==> src/rtl/main_decoder_if.sv <==
// Instruction-class inputs and registered control outputs of the main decoder.
// The decoder sits on the slave side and the instruction source on the master side.
interface main_decoder_if;
    logic [1:0] tipo;
    logic [1:0] op;
    logic       Inm;

    logic       RegWrite;
    logic [1:0] ImmSrc;
    logic       ALUSrc;
    logic       MemWrite;
    logic       ResultSrc;
    logic       Branch;
    logic [1:0] ALUOp;
    logic [1:0] RGB;

    modport master (
        output tipo, op, Inm,
        input  RegWrite, ImmSrc, ALUSrc, MemWrite, ResultSrc, Branch, ALUOp, RGB
    );

    modport slave (
        input  tipo, op, Inm,
        output RegWrite, ImmSrc, ALUSrc, MemWrite, ResultSrc, Branch, ALUOp, RGB
    );
endinterface

==> src/rtl/main_decoder.sv <==
// Main control decoder: one-cycle registered decode of {tipo, op, Inm} into datapath controls.
// Free-running, no handshake: a new instruction is decoded every cycle.
module main_decoder (
    input  logic           clk,
    input  logic           rst,
    main_decoder_if.slave  bus
);
    typedef struct packed {
        logic       reg_write;
        logic [1:0] imm_src;
        logic       alu_src;
        logic       mem_write;
        logic       result_src;
        logic       branch;
        logic [1:0] alu_op;
        logic [1:0] rgb;
    } ctrl_t;

    ctrl_t ctrl_next;
    ctrl_t ctrl_q;

    // Unknown or unlisted codes fall to the default and yield the all-zero vector.
    always_comb begin
        ctrl_next = '0;
        case ({bus.tipo, bus.op})
            4'b00_00, 4'b00_01, 4'b00_10, 4'b00_11: begin
                ctrl_next.reg_write = 1'b1;
                ctrl_next.alu_src   = bus.Inm;
                ctrl_next.imm_src   = 2'b00;
                ctrl_next.alu_op    = 2'b10;
            end
            4'b01_00, 4'b01_01, 4'b01_10, 4'b01_11: begin
                ctrl_next.reg_write  = 1'b1;
                ctrl_next.alu_src    = 1'b1;
                ctrl_next.imm_src    = 2'b01;
                ctrl_next.result_src = 1'b1;
                ctrl_next.alu_op     = 2'b00;
                ctrl_next.rgb        = bus.op;
            end
            4'b10_00, 4'b10_01, 4'b10_10, 4'b10_11: begin
                ctrl_next.imm_src = 2'b10;
                ctrl_next.branch  = 1'b1;
                ctrl_next.alu_op  = 2'b01;
            end
            4'b11_01, 4'b11_10, 4'b11_11: begin
                ctrl_next.alu_src   = 1'b1;
                ctrl_next.imm_src   = 2'b01;
                ctrl_next.mem_write = 1'b1;
                ctrl_next.alu_op    = 2'b00;
                ctrl_next.rgb       = bus.op;
            end
            // RET: redirect the PC without the compare ALU op.
            4'b11_00: begin
                ctrl_next.imm_src = 2'b10;
                ctrl_next.branch  = 1'b1;
                ctrl_next.alu_op  = 2'b00;
            end
            default: ctrl_next = '0;
        endcase
    end

    always_ff @(posedge clk or posedge rst) begin
        if (rst) begin
            ctrl_q <= '0;
        end else begin
            ctrl_q <= ctrl_next;
        end
    end

    assign bus.RegWrite  = ctrl_q.reg_write;
    assign bus.ImmSrc    = ctrl_q.imm_src;
    assign bus.ALUSrc    = ctrl_q.alu_src;
    assign bus.MemWrite  = ctrl_q.mem_write;
    assign bus.ResultSrc = ctrl_q.result_src;
    assign bus.Branch    = ctrl_q.branch;
    assign bus.ALUOp     = ctrl_q.alu_op;
    assign bus.RGB       = ctrl_q.rgb;
endmodule

==> src/flat_wrapper.sv <==
// flat-port wrapper written by rule: the top's interface ports become plain ports
module main_decoder_flat 
  (clk, rst, bus_tipo, bus_op, bus_Inm, bus_RegWrite, bus_ImmSrc, bus_ALUSrc, bus_MemWrite, bus_ResultSrc, bus_Branch, bus_ALUOp, bus_RGB);
  main_decoder_if bus_i ();
  input  logic clk;
  input  logic rst;
  input wire logic [$bits(bus_i.tipo)-1:0] bus_tipo;
  input wire logic [$bits(bus_i.op)-1:0] bus_op;
  input wire logic [$bits(bus_i.Inm)-1:0] bus_Inm;
  output wire logic [$bits(bus_i.RegWrite)-1:0] bus_RegWrite;
  output wire logic [$bits(bus_i.ImmSrc)-1:0] bus_ImmSrc;
  output wire logic [$bits(bus_i.ALUSrc)-1:0] bus_ALUSrc;
  output wire logic [$bits(bus_i.MemWrite)-1:0] bus_MemWrite;
  output wire logic [$bits(bus_i.ResultSrc)-1:0] bus_ResultSrc;
  output wire logic [$bits(bus_i.Branch)-1:0] bus_Branch;
  output wire logic [$bits(bus_i.ALUOp)-1:0] bus_ALUOp;
  output wire logic [$bits(bus_i.RGB)-1:0] bus_RGB;
  assign bus_i.tipo = bus_tipo;
  assign bus_i.op = bus_op;
  assign bus_i.Inm = bus_Inm;
  assign bus_RegWrite = bus_i.RegWrite;
  assign bus_ImmSrc = bus_i.ImmSrc;
  assign bus_ALUSrc = bus_i.ALUSrc;
  assign bus_MemWrite = bus_i.MemWrite;
  assign bus_ResultSrc = bus_i.ResultSrc;
  assign bus_Branch = bus_i.Branch;
  assign bus_ALUOp = bus_i.ALUOp;
  assign bus_RGB = bus_i.RGB;
  main_decoder u_core (.clk(clk), .rst(rst), .bus(bus_i));
endmodule
==> config.mk <==
export PLATFORM = sky130hd
export DESIGN_NAME = main_decoder_flat
export DESIGN_NICKNAME = d
export VERILOG_FILES = /design/src/rtl/main_decoder_if.sv /design/src/rtl/main_decoder.sv /design/src/flat_wrapper.sv
export SDC_FILE = /design/constraint.sdc
export NUM_CORES = 1
export LEC_CHECK = 0
export ABC_AREA = 1
export BUFFER_PORTS_ARGS = -buffer_cell sky130_fd_sc_hd__buf_2
export CORE_AREA = 3 3 40 42
export CTS_BUF_LIST = sky130_fd_sc_hd__clkbuf_8
export DETAILED_ROUTE_END_ITERATION = 8
export DIE_AREA = 0 0 43 45
export HOLD_SLACK_MARGIN = 0.1
export SYNTH_ARGS = -nofsm -noshare
export SYNTH_HDL_FRONTEND = slang
export SYNTH_SLANG_ARGS = --single-unit
==> constraint.sdc <==
create_clock -name clk -period 0.8 [get_ports clk]
set_input_delay 0.16 -clock clk [delete_from_list [all_inputs] [get_ports clk]]
set_output_delay 0.16 -clock clk [all_outputs]
set_load 0.005 [all_outputs]
# Word-level counts from Yosys, hierarchy flattened
# Index checks and enable logic that the tools add are counted.
dict set report word_totals {
  regBits 11
  out_inout_bits 11
}
dict set report op_classes {
  eq_ne 15
  n_mux 8
  reduce_logical 9
}
# op count
set ops {}
lappend ops {{$eq 4x4->1 const B} 8}
lappend ops {{$eq 4x3->1 const B} 4}
lappend ops {{$reduce_or 8->1} 2}
lappend ops {{$pmux 2 s3} 2}
lappend ops {{$reduce_or 4->1} 3}
lappend ops {{$eq 4x2->1 const B} 2}
lappend ops {{$reduce_or 7->1} 1}
lappend ops {{$reduce_or 5->1} 1}
lappend ops {{$eq 4x1->1 const B} 1}
lappend ops {{$logic_not 4->1} 1}
lappend ops {{$mux 1} 4}
lappend ops {{$reduce_or 3->1} 1}
lappend ops {{$mux 2} 1}
lappend ops {{$pmux 1 s2} 1}

# Depth between registers and ports, before layout
# Gate-level depths: netlist (run 1).
dict set report depth {
  depth_word 3
  ltp_mapped 4
}

# Least setup slack after synthesis (run 1)
# No wires, ideal clock.
dict set report synth_timing {
  kind {register -> output}
  startpoint {register u_core.ctrl_q (netlist bit u_core.bus.ImmSrc[1])}
  endpoint {output bus_ImmSrc[1]}
  t_arrival_ns 0.498
  required_ns 0.640
  slack_ns 0.142
  path_stages_with_launch 2
  cell_sequence {dfrtp_1 buf_4}
}
# item line
set synth_lines {}
lappend synth_lines {{from (decl)} main_decoder.sv:20} ;# ctrl_t ctrl_q;
lappend synth_lines {{from (signal assigned)} main_decoder.sv:66} ;# ctrl_q <= ctrl_next;
lappend synth_lines {{to (decl)} flat_wrapper.sv:11} ;# output wire logic [$bits(bus_i.ImmSrc)-1:0] bus_ImmSrc;
# No word-level cell between the ends.

# Worst setup path in the final report (run 1)
dict set report layout_timing {
  startpoint {register u_core.ctrl_q (netlist bit u_core.bus.ImmSrc[1])}
  endpoint {output bus_ImmSrc[1]}
}
# No word-level cell between the ends.

==> results of run 1 <==
power groups by stage:
stage | Sequential, uW | Combinational, uW | Clock (uW)
final | 547 | 116 | 488
after global routing | 551 | 131 | 536
after CTS | 548 | 117 | 504
after detailed placement | 556 | 113 | 0
after global placement | 554 | 112 | 0
after floorplan | 561 | 45.5 | 0
kinds of logic (layout without fill, tap and decap cells):
kind of cell	Yosys count	in the layout	synth area share (%)
buffers and inverters	6	27	7.81
and+or+nand+nor	8	8	12.3
DFF	10	10	74.3
AOI/OAI and AO/OA	3	3	5.58
synth_stat cells:
master,n
o21ai_2,1
nor2_2,2
nor2_1,2
a21oi_1,2
buf_4,1
nand2_2,2
nand3_1,1
dfrtp_1,10
nand2_1,1
inv_1,5
repair_timing:
action                     4_1_cts  5_1_grt
setup endpoints to repair       11       21
hold buffers                     1        0
resized for setup                0        1
hold endpoints to repair        10        0
how the worst min path moves through the flow:
stage,endpoint,slack [ns],startpoint,depth (start not counted)
2_1_floorplan,u_core.bus.ALUOp[0]$_DFF_PP0_,0.0002,rst,1
3_3_place_gp,u_core.bus.ALUOp[1]$_DFF_PP0_,0.14,rst,2
3_5_place_dp,u_core.bus.RegWrite$_DFF_PP0_,0.14,rst,2
4_1_cts,u_core.bus.ALUOp[1]$_DFF_PP0_,0.11,bus_tipo[1],2
5_1_grt,u_core.bus.ALUOp[1]$_DFF_PP0_,0.12,bus_tipo[1],2
6_report,u_core.bus.ALUOp[1]$_DFF_PP0_,0.12,bus_tipo[1],2
area by class of cell:
| class | instances | area share (%) |
|---|---|---|
| well taps | 15 | 3.79 |
| repair buffers | 19 | 20.7 |
| inverters | 5 | 4.55 |
| clock buffers | 3 | 8.33 |
| multi-input cells | 11 | 12.1 |
| flip-flops and latches | 10 | 50.5 |
registers in the layout, summed over array words and instances, names as in the netlist:
| signal | count |
|---|---|
| u_core.bus.ALUOp | 2 |
| u_core.bus.ImmSrc | 2 |
| u_core.bus.RGB | 2 |
| u_core.bus.ALUSrc | 1 |
| u_core.bus.MemWrite | 1 |
| u_core.bus.RegWrite | 1 |
| u_core.bus.ResultSrc | 1 |
through the flow:
step	cell area [um^2]	instances	util, %
finish	495	63	38.6
detailed placement	440	59	34.3
floorplan	337	27	-
CTS	492	63	38.3
global placement	440	59	34.3
global route	495	63	38.6
routing by layer:
| metal | vias to the layer above | global-route usage (%) | share of wire, % |
|---|---|---|---|
| met4 | 0 | 7.23 | 3.9 |
| met3 | 2 | 3.98 | 12 |
| met2 | 14 | 10.2 | 43 |
| met1 | 98 | 8.79 | 41 |
| met5 | - | 0 | 0 |
| li1 | 124 | - | - |
==> flow_summary.ini, run 1 <==
[layout]
fill_cells = 132
seq_area_um2 = 250
multi_input_area_um2 = 60.1
diodes = 0
layout_common_cells = 17 x buf_2, 10 x dfrtp_1, 4 x inv_1
nets = 57
syn2layout_area_growth_pct = 47.2
final_common_cell = buf_2
drive_gt1_share_pct = 56.3

[sta]
fin_crit_sh_pct = 109
fin_ws_ns = -0.0699
maxSlewHeadroom_pct = 85.6
hold-worst-slack_ns = 0.117
fmax_mhz = 1150
finalHoldViolations = 0
tightest_slew_ns = 0.216
setup_tns_ns = -0.642
setup_violations = 11
finalCriticalPeriod_ns = 0.870
slew_viol_final = 0
rsz0062_at_grt = true

[route]
wl_per_cell_um = 9.06
drc = 0
dr.pass1.iters = 1
drt_iter0_markers = 0
num_vias = 238
viasPerCell = 3.78
wl_um = 571
antenna_left = 0

[grt]
grt_first_pass_wirelength_um = 1000
grt_pass1_vias = 235
grt.overflow.total = 0
grt_start_max_net_pins = 11
antenna_found_initial = 0
grt_usage_pct = 7.69

[power]
p_leak_uw = 0.000275
comb_power_share_pct = 10.0
power.internal_uw = 921
clockPowerShare_pct = 42.4
power.density_nw_per_um2 = 2320
p_sw_uw = 230
ir_drop_v = 0.00102
pwr-share-seq_pct = 47.6
swShare_pct = 20.0
totalPowerFinal_uw = 1150

[status]
status = finished, violations left
failed_checks = negative setup slack

[floorplanning]
die_x_um = 43
pin_count = 18
rows = 13
die_h_um = 45
core_um2 = 1280
fp.dieArea_um2 = 1940
start_util_pct = 26.2

[placement]
placement.io_buffers = 17
post-place-ws_ns = 0.0622
globalplace.congestion = 0.691
dp_hpwl_um = 487

[critical_path]
worstPathArrival_ns = 0.71
critPathCaptureType = primary output
cp.depth = 1
path_cells = buf_2
critical_path.top_delay_family = flip-flops
endpoint = bus_ImmSrc[1]
max_stage_delay_ns = 0.36
critPathKind = register to primary output
startpoint_type = register
cp.required_ns = 0.64
crit_fanout = 2
startpoint = u_core.bus.ImmSrc[1]$_DFF_PP0_
crit_buf_inv = 1
cp_slowest_cell = dfrtp_1

[worst_hold_path]
hp-class = primary input to register

[yosys]
seq_area_frac_synth_pct = 74.3
netlist_instances = 27
synth_top_area_share_pct = 74.3
yosys-top-cells-area = dfrtp_1 74%, inv_1 5.6%, nand2_2 3.7%
ys_types = 10
ys_warn_count = 0
ys_seq_elements = 10
syn_avg_cell_area_um2 = 12.5
yosysTopAreaCell = dfrtp_1
netlist_area_um2 = 337
syn_nets = 34

[clocking]
cts_tree = done
cts_root_buf = clkbuf_8
post_cts_buffers = 0
cts_sinks = 10
htree_levels = 1
cts_buffers = 3
cts_buffer_depth = 2
clk_pin_slew_ns = 0.04

[run]
drv_cap = 0
Power figures use the tool's default switching activity.
==> run 2: changes to the inputs <==
--- a/config.mk
+++ b/config.mk
@@ -12,6 +12,7 @@
 export DETAILED_ROUTE_END_ITERATION = 8
 export DIE_AREA = 0 0 43 45
 export HOLD_SLACK_MARGIN = 0.1
+export RECOVER_POWER = 50
 export SYNTH_ARGS = -nofsm -noshare
 export SYNTH_HDL_FRONTEND = slang
 export SYNTH_SLANG_ARGS = --single-unit
==> run 2 against run 1 <==
  * The run still ends with negative setup slack left
  * Routed wire length is 0.53% higher
  * First-iteration DRC count is 1 higher
  * Design area is 2.5% lower
  * Worst hold slack better by 0.0095 ns
==> flow_summary.ini, run 2 (same netlist as run 1, synthesis figures left out) <==
[status]
status = finished, violations left
failed_checks = negative setup slack

[route]
num_vias = 239
drc = 0
wl_um = 574
viasPerCell = 3.79
drt_iter0_markers = 1
antenna_left = 0
wl_per_cell_um = 9.11
dr.pass1.iters = 2

[floorplanning]
pin_count = 18
fp.dieArea_um2 = 1940
die_h_um = 45
rows = 13
core_um2 = 1280
die_x_um = 43
start_util_pct = 26.2

[worst_hold_path]
hp-class = primary input to register

[sta]
fin_ws_ns = -0.0701
finalCriticalPeriod_ns = 0.870
slew_viol_final = 0
fmax_mhz = 1150
rsz0062_at_grt = true
maxSlewHeadroom_pct = 77.7
fin_crit_sh_pct = 109
tightest_slew_ns = 0.332
setup_violations = 11
finalHoldViolations = 0
hold-worst-slack_ns = 0.126

[layout]
nets = 57
drive_gt1_share_pct = 47.9
diodes = 0
final_common_cell = buf_2
syn2layout_area_growth_pct = 43.5
layout_common_cells = 17 x buf_2, 10 x dfrtp_1, 4 x inv_1

[critical_path]
cp.required_ns = 0.64
crit_fanout = 2
startpoint_type = register
max_stage_delay_ns = 0.36
critPathKind = register to primary output
worstPathArrival_ns = 0.71
crit_buf_inv = 1
cp_slowest_cell = dfrtp_1
critPathCaptureType = primary output
critical_path.top_delay_family = flip-flops
path_cells = buf_2

[clocking]
clk_pin_slew_ns = 0.04
htree_levels = 1
cts_tree = done
post_cts_buffers = 0
cts_root_buf = clkbuf_8
cts_buffer_depth = 2
cts_sinks = 10
cts_buffers = 3

[grt]
grt_pass1_vias = 235
grt_first_pass_wirelength_um = 1000
grt_start_max_net_pins = 11
grt.overflow.total = 0
antenna_found_initial = 0
grt_usage_pct = 7.69

[power]
p_leak_uw = 0.000271
totalPowerFinal_uw = 1140
power.density_nw_per_um2 = 2370
ir_drop_v = 0.00102

[placement]
dp_hpwl_um = 487
globalplace.congestion = 0.691
placement.io_buffers = 17

[run]
drv_cap = 0
## run 2: changes by cell type in the layout (fill, tap and decap cells not counted), sizes merged
cell,change
buf,-1
clkbuf,+1
## run 2: report_power, final
part           internal (uW)  switching, uW
registers                540           7.62
logic                   50.5           57.9
clock network            326            162
total                    917            227
## run 2: worst paths after layout
check	start	end	cells past startpoint
setup / recovery	u_core.bus.ImmSrc[1]$_DFF_PP0_	bus_ImmSrc[1]	1
hold / removal	bus_tipo[0]	u_core.bus.ALUOp[0]$_DFF_PP0_	2
max in group asynchronous	rst	u_core.bus.MemWrite$_DFF_PP0_	3
min in group asynchronous	rst	u_core.bus.ImmSrc[0]$_DFF_PP0_	3
## run 2: stage by stage
| step | utilization [%] | setup slack [ns] | cells | instance area [um^2] | setup TNS (ns) |
|---|---|---|---|---|---|
| after floorplan | - | 0.142 | 27 | 337 | 0 |
| after detailed placement | 34.3 | 0.0622 | 59 | 440 | 0 |
| after CTS | 38.3 | -0.0799 | 63 | 492 | -0.770 |
| after global placement | 34.3 | 0.0592 | 59 | 440 | 0 |
| after global routing | 37.6 | -0.103 | 63 | 483 | -1.00 |
| final | 37.6 | -0.0701 | 63 | 483 | -0.643 |
## run 2: metal layers
layer	share of wire, %	track usage (%)	wire length [um]
met2	43	10.2	244
met4	3.8	7.23	22
met3	12	3.98	68
met1	42	8.79	239
met5	0	0	0
## run 2: area by class of cell
class                      instances  area [um^2]
clock buffer                       3         41.3
multi-input combinational         11         51.3
tap                               15         18.8
inverter                           5         22.5
fill                             135          802
timing repair buffer              19         98.8
sequential                        10          250
## run 2: repair_timing
action / CTS / global route
hold endpoints to repair: 10 / 0
endpoints found under the setup margin: 11 / 21
resized for setup: 0 / 1
hold buffers: 1 / 0
